### config.mk
export PLATFORM = sky130hd
export DESIGN_NAME = cart_mem_responder
export DESIGN_NICKNAME = d
export VERILOG_FILES = /design/src/rtl/cart_mem_responder.sv
export SDC_FILE = /design/constraint.sdc
export NUM_CORES = 1
export LEC_CHECK = 0
export ABC_AREA = 1
export CORE_UTILIZATION = 57
export DETAILED_ROUTE_END_ITERATION = 16
export PLACE_DENSITY = 0.87
export SLEW_MARGIN = 25
export SYNTH_ARGS = -nofsm -noshare
export SYNTH_HDL_FRONTEND = slang
export SYNTH_SLANG_ARGS = --single-unit
### constraint.sdc
create_clock -name MCLK -period 2.9 [get_ports MCLK]
set_input_delay 0.58 -clock MCLK [delete_from_list [all_inputs] [get_ports MCLK]]
set_output_delay 0.58 -clock MCLK [all_outputs]
set_load 0.005 [all_outputs]
### src/rtl/cart_mem_responder.sv
// Memory-side responder for the cartridge ROM/BSRAM strobe interface.
// Converts active-low strobes into single-outstanding req/ack transactions
// on a 16-bit backing memory, with one-word read latches for ROM and BSRAM
// and a one-deep, last-write-wins BSRAM write buffer.
module cart_mem_responder #(
    parameter logic [24:0] BSRAM_BASE = 25'h1000000
) (
    input  logic        MCLK,
    input  logic        RESET_N,

    input  logic [23:0] rom_addr,
    input  logic        rom_ce_n,
    input  logic        rom_oe_n,
    input  logic        rom_word,
    output logic [15:0] rom_q,

    input  logic [19:0] bsram_addr,
    input  logic [7:0]  bsram_d,
    input  logic        bsram_ce_n,
    input  logic        bsram_oe_n,
    input  logic        bsram_we_n,
    output logic [7:0]  bsram_q,

    output logic        mem_req,
    output logic        mem_we,
    output logic [24:0] mem_addr,
    output logic [1:0]  mem_be,
    output logic [15:0] mem_wdata,
    input  logic        mem_ack,
    input  logic [15:0] mem_rdata
);

    typedef enum logic [1:0] {
        IDLE   = 2'd0,
        ROM_RD = 2'd1,
        BS_RD  = 2'd2,
        BS_WR  = 2'd3
    } state_t;

    state_t      state_q, state_d;

    logic [15:0] rom_lat_q, rom_lat_d;
    logic [23:1] rom_tag_q, rom_tag_d;
    logic        rom_vld_q, rom_vld_d;

    logic [15:0] bs_lat_q, bs_lat_d;
    logic [19:1] bs_tag_q, bs_tag_d;
    logic        bs_vld_q, bs_vld_d;

    logic        we_dly_q, we_dly_d;
    logic        wr_pend_q, wr_pend_d;
    logic [19:0] wr_addr_q, wr_addr_d;
    logic [7:0]  wr_data_q, wr_data_d;

    logic        mem_req_q, mem_req_d;
    logic        mem_we_q, mem_we_d;
    logic [24:0] mem_addr_q, mem_addr_d;
    logic [1:0]  mem_be_q, mem_be_d;
    logic [15:0] mem_wdata_q, mem_wdata_d;

    logic        rom_miss;
    logic        bs_miss;
    logic        wr_edge;
    logic [19:1] bs_issued_tag;

    assign rom_miss = !rom_ce_n && !rom_oe_n && !(rom_vld_q && (rom_tag_q == rom_addr[23:1]));
    assign bs_miss  = !bsram_ce_n && !bsram_oe_n && !(bs_vld_q && (bs_tag_q == bsram_addr[19:1]));
    assign wr_edge  = we_dly_q && !bsram_we_n && !bsram_ce_n;

    // BSRAM tag is recovered from the issued address, not the live address
    assign bs_issued_tag = mem_addr_q[19:1] - BSRAM_BASE[19:1];

    // Next-state, request issue, latch fill and write-buffer capture
    always_comb begin
        state_d     = state_q;
        rom_lat_d   = rom_lat_q;
        rom_tag_d   = rom_tag_q;
        rom_vld_d   = rom_vld_q;
        bs_lat_d    = bs_lat_q;
        bs_tag_d    = bs_tag_q;
        bs_vld_d    = bs_vld_q;
        we_dly_d    = bsram_we_n;
        wr_pend_d   = wr_pend_q;
        wr_addr_d   = wr_addr_q;
        wr_data_d   = wr_data_q;
        mem_req_d   = mem_req_q;
        mem_we_d    = mem_we_q;
        mem_addr_d  = mem_addr_q;
        mem_be_d    = mem_be_q;
        mem_wdata_d = mem_wdata_q;

        case (state_q)
            IDLE: begin
                if (wr_pend_q) begin
                    state_d     = BS_WR;
                    mem_req_d   = 1'b1;
                    mem_we_d    = 1'b1;
                    mem_addr_d  = BSRAM_BASE + {5'b0, wr_addr_q[19:1], 1'b0};
                    mem_be_d    = wr_addr_q[0] ? 2'b10 : 2'b01;
                    mem_wdata_d = {wr_data_q, wr_data_q};
                    wr_pend_d   = 1'b0;
                end else if (wr_edge) begin
                    // A write being captured this cycle goes out before any
                    // read miss that shows up alongside it.
                    state_d = IDLE;
                end else if (rom_miss) begin
                    state_d    = ROM_RD;
                    mem_req_d  = 1'b1;
                    mem_we_d   = 1'b0;
                    mem_addr_d = {1'b0, rom_addr[23:1], 1'b0};
                    mem_be_d   = 2'b11;
                end else if (bs_miss) begin
                    state_d    = BS_RD;
                    mem_req_d  = 1'b1;
                    mem_we_d   = 1'b0;
                    mem_addr_d = BSRAM_BASE + {5'b0, bsram_addr[19:1], 1'b0};
                    mem_be_d   = 2'b11;
                end
            end
            ROM_RD: begin
                if (mem_ack) begin
                    state_d   = IDLE;
                    mem_req_d = 1'b0;
                    rom_lat_d = mem_rdata;
                    rom_tag_d = mem_addr_q[23:1];
                    rom_vld_d = 1'b1;
                end
            end
            BS_RD: begin
                if (mem_ack) begin
                    state_d   = IDLE;
                    mem_req_d = 1'b0;
                    bs_lat_d  = mem_rdata;
                    bs_tag_d  = bs_issued_tag;
                    bs_vld_d  = 1'b1;
                end
            end
            BS_WR: begin
                if (mem_ack) begin
                    state_d   = IDLE;
                    mem_req_d = 1'b0;
                end
            end
            default: state_d = IDLE;
        endcase

        // Capture overrides an issue-clear in the same cycle; the merge sees
        // any latch fill completing this cycle so the latch stays coherent.
        if (wr_edge) begin
            wr_pend_d = 1'b1;
            wr_addr_d = bsram_addr;
            wr_data_d = bsram_d;
            if (bs_vld_d && (bs_tag_d == bsram_addr[19:1])) begin
                if (bsram_addr[0]) begin
                    bs_lat_d[15:8] = bsram_d;
                end else begin
                    bs_lat_d[7:0] = bsram_d;
                end
            end
        end
    end

    // State and datapath registers with asynchronous clear
    always_ff @(posedge MCLK or negedge RESET_N) begin
        if (!RESET_N) begin
            state_q     <= IDLE;
            rom_lat_q   <= '0;
            rom_tag_q   <= '0;
            rom_vld_q   <= 1'b0;
            bs_lat_q    <= '0;
            bs_tag_q    <= '0;
            bs_vld_q    <= 1'b0;
            we_dly_q    <= 1'b1;
            wr_pend_q   <= 1'b0;
            wr_addr_q   <= '0;
            wr_data_q   <= '0;
            mem_req_q   <= 1'b0;
            mem_we_q    <= 1'b0;
            mem_addr_q  <= '0;
            mem_be_q    <= '0;
            mem_wdata_q <= '0;
        end else begin
            state_q     <= state_d;
            rom_lat_q   <= rom_lat_d;
            rom_tag_q   <= rom_tag_d;
            rom_vld_q   <= rom_vld_d;
            bs_lat_q    <= bs_lat_d;
            bs_tag_q    <= bs_tag_d;
            bs_vld_q    <= bs_vld_d;
            we_dly_q    <= we_dly_d;
            wr_pend_q   <= wr_pend_d;
            wr_addr_q   <= wr_addr_d;
            wr_data_q   <= wr_data_d;
            mem_req_q   <= mem_req_d;
            mem_we_q    <= mem_we_d;
            mem_addr_q  <= mem_addr_d;
            mem_be_q    <= mem_be_d;
            mem_wdata_q <= mem_wdata_d;
        end
    end

    // Read data is served straight from the latches (zero-cycle hits)
    always_comb begin
        rom_q = rom_word ? rom_lat_q
                         : {8'h00, (rom_addr[0] ? rom_lat_q[15:8] : rom_lat_q[7:0])};
        bsram_q = bsram_addr[0] ? bs_lat_q[15:8] : bs_lat_q[7:0];
    end

    assign mem_req   = mem_req_q;
    assign mem_we    = mem_we_q;
    assign mem_addr  = mem_addr_q;
    assign mem_be    = mem_be_q;
    assign mem_wdata = mem_wdata_q;

endmodule

; ---- After elaboration in Yosys (flattened, before gate mapping)
; Cells that the tools add are included.
[word_totals]
out_inout_bits = 69
reg_bits = 153
elab_cells = 94
inputBits = 77
[op_classes]
add_sub_neg = 2
reduce_logical = 25
n_eq_ne = 11
mux = 40
[ops]
columns = operator, count
row1 = $mux W25, 4
row2 = $mux W16, 5
row3 = $add A25 B20 Y25 const A, 2
row4 = $eq A19 B19 Y1, 2
row5 = $mux W19, 2
row6 = $mux W8, 4
row7 = $eq A23 B23 Y1, 1
row8 = $mux W2, 10
row9 = $mux W1, 13
row10 = $logic_and A1 B1 Y1, 9
row11 = $logic_not A1 Y1, 7
row12 = $reduce_and A2 Y1, 3
row13 = $reduce_and A3 Y1, 2
row14 = $ne A5 B5 Y1 const B, 1
row15 = $eq A2 B2 Y1 const B, 2
row16 = $ne A4 B4 Y1 const B, 1
row17 = $pmux W2 S2, 1
row18 = $ne A3 B3 Y1 const B, 1
row19 = $reduce_bool A3 Y1, 1
row20 = $reduce_or A3 Y1, 1
row21 = $eq A2 B1 Y1 const B, 1
row22 = $logic_not A2 Y1, 1
row23 = $ne A2 B1 Y1 const B, 1
row24 = $ne A2 B2 Y1 const B, 1
row25 = 2 further kinds, 2

; ---- Depth between registers and ports, before layout
[depth]
ltp_word = 9
mapped_depth = 15
depth_no_buf = 13

; ---- Worst setup path before layout
; Ideal clock, no wire load.
[synth_timing]
path_type = in2out
from = in rom_word
to = out rom_q[0]
t_required_ns = 2.320
arrival_time_ns = 1.439
path_slack_ns = 0.881
path_buffers = 1
cell_stages = 4
path_cell_list = clkbuf_1 inv_1 nand2_1 mux2_2
[synth_via]
elab_chain_len = 1
[synth_lines]
columns = item, line_no
row1 = start: declaration, 14  ; input logic rom_word,
row2 = $mux W16, 204  ; rom_q = rom_word ? rom_lat_q
row3 = end: declaration, 15  ; output logic [15:0] rom_q,
; Every way passes these cells.

; ---- Final worst setup path
[layout_timing]
from = in rom_word
to = out rom_q[7]
; Same word-level chain as after synthesis.

==> results.tsv <==
stage	metric	value	unit
outcome	status	finished, final reports clean	
routing	drc	0	
global_route	grt_pass1_wl	33.7	mm
placement	pre_cts_ws	0.0860	ns
worst_setup_path	crit_slowest_cell	clkdlybuf4s50_1	
sta	worst_slew_pin_slew	0.645	ns
worst_setup_path	r2r-start	state_q[0]	
final_layout	finalNonFillerCells	1352	
routing	detail_route.wl_per_cell	16.1	microns
global_route	antenna_found_initial	0	
final_layout	area_growth	30.2	%
clock_network	cts_root_buf	clkbuf_16	
sta	slew_viol_final	0	
clock_network	clock_latency	0.43	ns
worst_setup_path	crit_buf_inv	3	
final_layout	final_cell_mix	nand2_1 (420), dfrtp_1 (143), clkdlybuf4s50_1 (143)	
logic_synthesis	ys_seq_area_share	47.9	%
clock_network	cts_buffer_depth	2	
final_layout	layout_commonest_cell	nand2_1	
placement	dp_cells	1320	
worst_setup_path	crit_top_cell	clkdlybuf4s50_1	
global_route	grt.overflow.total	0	
sta	fin_crit	2.80	ns
routing	via_per_inst	5.44	
floorplanning	rows	41	
worst_setup_path	cpPeakStageDelay	0.48	ns
clock_network	cts_made_buffers	17	
sta	setup_tns	0	ns
power	seqPwrFrac	36.3	%
logic_synthesis	ys_types	27	
worst_setup_path	startpoint	rom_word	
placement	io_buffer_count	144	
power	switching_power	3480	uW
clock_network	cts.sinks	144	
clock_network	htreeDepth	4	
placement	gp_congestion	0.870	
final_layout	nets	1244	
sta	grt_setup_unrepaired	false	
job	drv_cap	0	
power	p_int	6000	uW
floorplanning	initial_core_util	59.1	%
worst_setup_path	critical_path_peak_fanout	8	
floorplanning	die-area	13700	sq um
clock_network	clk_pin_slew	0.06	ns
global_route	grt_usage	33.3	%
placement	place_hpwl	15.3	mm
power	p_leak	0.00508	uW
sta	timing.fmax	0.357	GHz
power	p_per_area	969	nW/um^2
power	p_sw_share	36.7	%
clock_network	cts_hold_buf	0	
clock_network	cts_resized	0	
floorplanning	die_y	117	microns
logic_synthesis	synth_fp_nets	1108	
worst_setup_path	critical_path_class	in -> out	
global_route	grt_pass1_vias	6703	
sta	holdWs	0.0268	ns
routing	drt_first_pass_iters	5	
worst_setup_path	cp.arrival	2.22	ns
logic_synthesis	syn-cell-area	7520	sq um
sta	finalCritPeriodShare	96.7	%
routing	vias	7357	
clock_network	cts_tree	yes	
routing	drt-initial-drc-count	840	
worst_hold_path	hold_path.class	in -> async	
sta	fin_ws	0.0963	ns
worst_setup_path	critPathTopFamily	buffers and inverters	
worst_setup_path	end_kind	primary output	
routing	ant_nets	0	
power	combPwrFrac	38.6	%
worst_setup_path	critPathRequiredTime	2.32	ns
sta	fin_skew	0.00819	ns
power	power_frac_clock	25.1	%
power	vdd_drop_max	596	uV
floorplanning	dieWidth	117	microns
logic_synthesis	postSynthAreaPerCell	7.29	sq um
worst_setup_path	path_cells	clkdlybuf4s50_1, inv_1, nand2_1, mux2_2, clkdlybuf4s50_1	
logic_synthesis	netlist_instances	1031	
logic_synthesis	synth_warnings	0	
floorplanning	ios	146	
sta	timing_hold_violations_final	0	
global_route	grt_max_degree	74	
clock_network	postCtsSetupBuffers	0	
worst_setup_path	crit_path_start_kind	input pin	
final_layout	final_util	77.0	%
sta	relSlewSlack	56.8	%
logic_synthesis	ys_seq_elements	144	
final_layout	antennaDiodeCount	0	
floorplanning	fp.coreArea	12700	sq um
sta	setup_viol	0	
final_layout	drive_gt1_share	7.12	%
routing	routed_wl	21.7	mm
-- final cells by class --
class	count	area, sq um
fill	948	2930
sequential	144	3600
timing repair buffer	168	1670
clock buffer	18	439
clock inverter	14	203
multi-input combinational	718	3210
inverter	118	443
tap	172	215
-- stage by stage --
stage	cell area (sq um)	power (uW)
2_1_floorplan	7520	5370
3_3_place_gp	9150	6850
3_5_place_dp	9150	7030
4_1_cts	9790	9450
5_1_grt	9790	10100
6_report	9790	9480
-- cell usage after synthesis, drive strengths merged --
| cell type | count | area [sq um] |
|---|---|---|
| inv | 115 | 432 |
| nand2 | 421 | 1580 |
| mux2 | 17 | 191 |
| dfstp | 1 | 26.3 |
| conb | 1 | 3.75 |
| o21ai | 95 | 475 |
| o211ai | 3 | 22.5 |
| clkbuf | 31 | 116 |
| nand3 | 59 | 300 |
| xnor2 | 4 | 35.0 |
| buf | 20 | 146 |
| xor2 | 1 | 8.76 |
| dfrtp | 143 | 3580 |
| o22ai | 1 | 6.26 |
| a21oi | 15 | 75.1 |
| nor2 | 63 | 262 |
| clkinv | 3 | 11.3 |
| nand4 | 38 | 250 |
-- power by group through the flow --
stage	logic, uW	registers (uW)	clock network, uW
4_1_cts	3630	3420	2390
5_1_grt	4100	3530	2480
3_5_place_dp	3580	3450	0
2_1_floorplan	2090	3280	0
6_report	3660	3450	2380
3_3_place_gp	3440	3420	0
-- cells by family after synthesis --
logic type	after synthesis	synth area share, %
AO/OA/AOI/OAI	114	7.70
XOR/XNOR	5	0.582
buffers and inverters	169	9.38
flip-flops	144	47.9
multiplexers	17	2.55
other	1	0.0499
AND/OR/NAND/NOR	581	31.8
-- metal layers --
| metal | wire length (microns) | vias up | GRT usage [%] |
|---|---|---|---|
| li1 | - | 3513 | - |
| met1 | 9230 | 3415 | 46.4 |
| met2 | 9970 | 375 | 50.0 |
| met3 | 1880 | 54 | 7.72 |
| met4 | 645 | 0 | 15.0 |
| met5 | 0 | - | 0 |
-- path summary, 6_finish.rpt --
check | endpoint | slack [ns] | depth (start not counted)
hold reg to reg | rom_vld_q | 0.48 | 2
hold / removal | wr_addr_q[12] | 0.03 | 1
max in group asynchronous | rom_tag_q[20] | 2.07 | 2
min in group MCLK | rom_vld_q | 0.48 | 2
setup / recovery | rom_q[7] | 0.1 | 5
setup reg to reg | bs_lat_q[12] | 0.64 | 13
-- state kept, by name (all words and copies together), names as in the netlist, 8 cells and up --
register / cells
wr_data_q: 8
mem_addr: 24
rom_tag_q: 23
bs_tag_q: 19
rom_lat_q: 16
mem_wdata: 8
wr_addr_q: 20
bs_lat_q: 16
(Power assumes the default switching activity.)
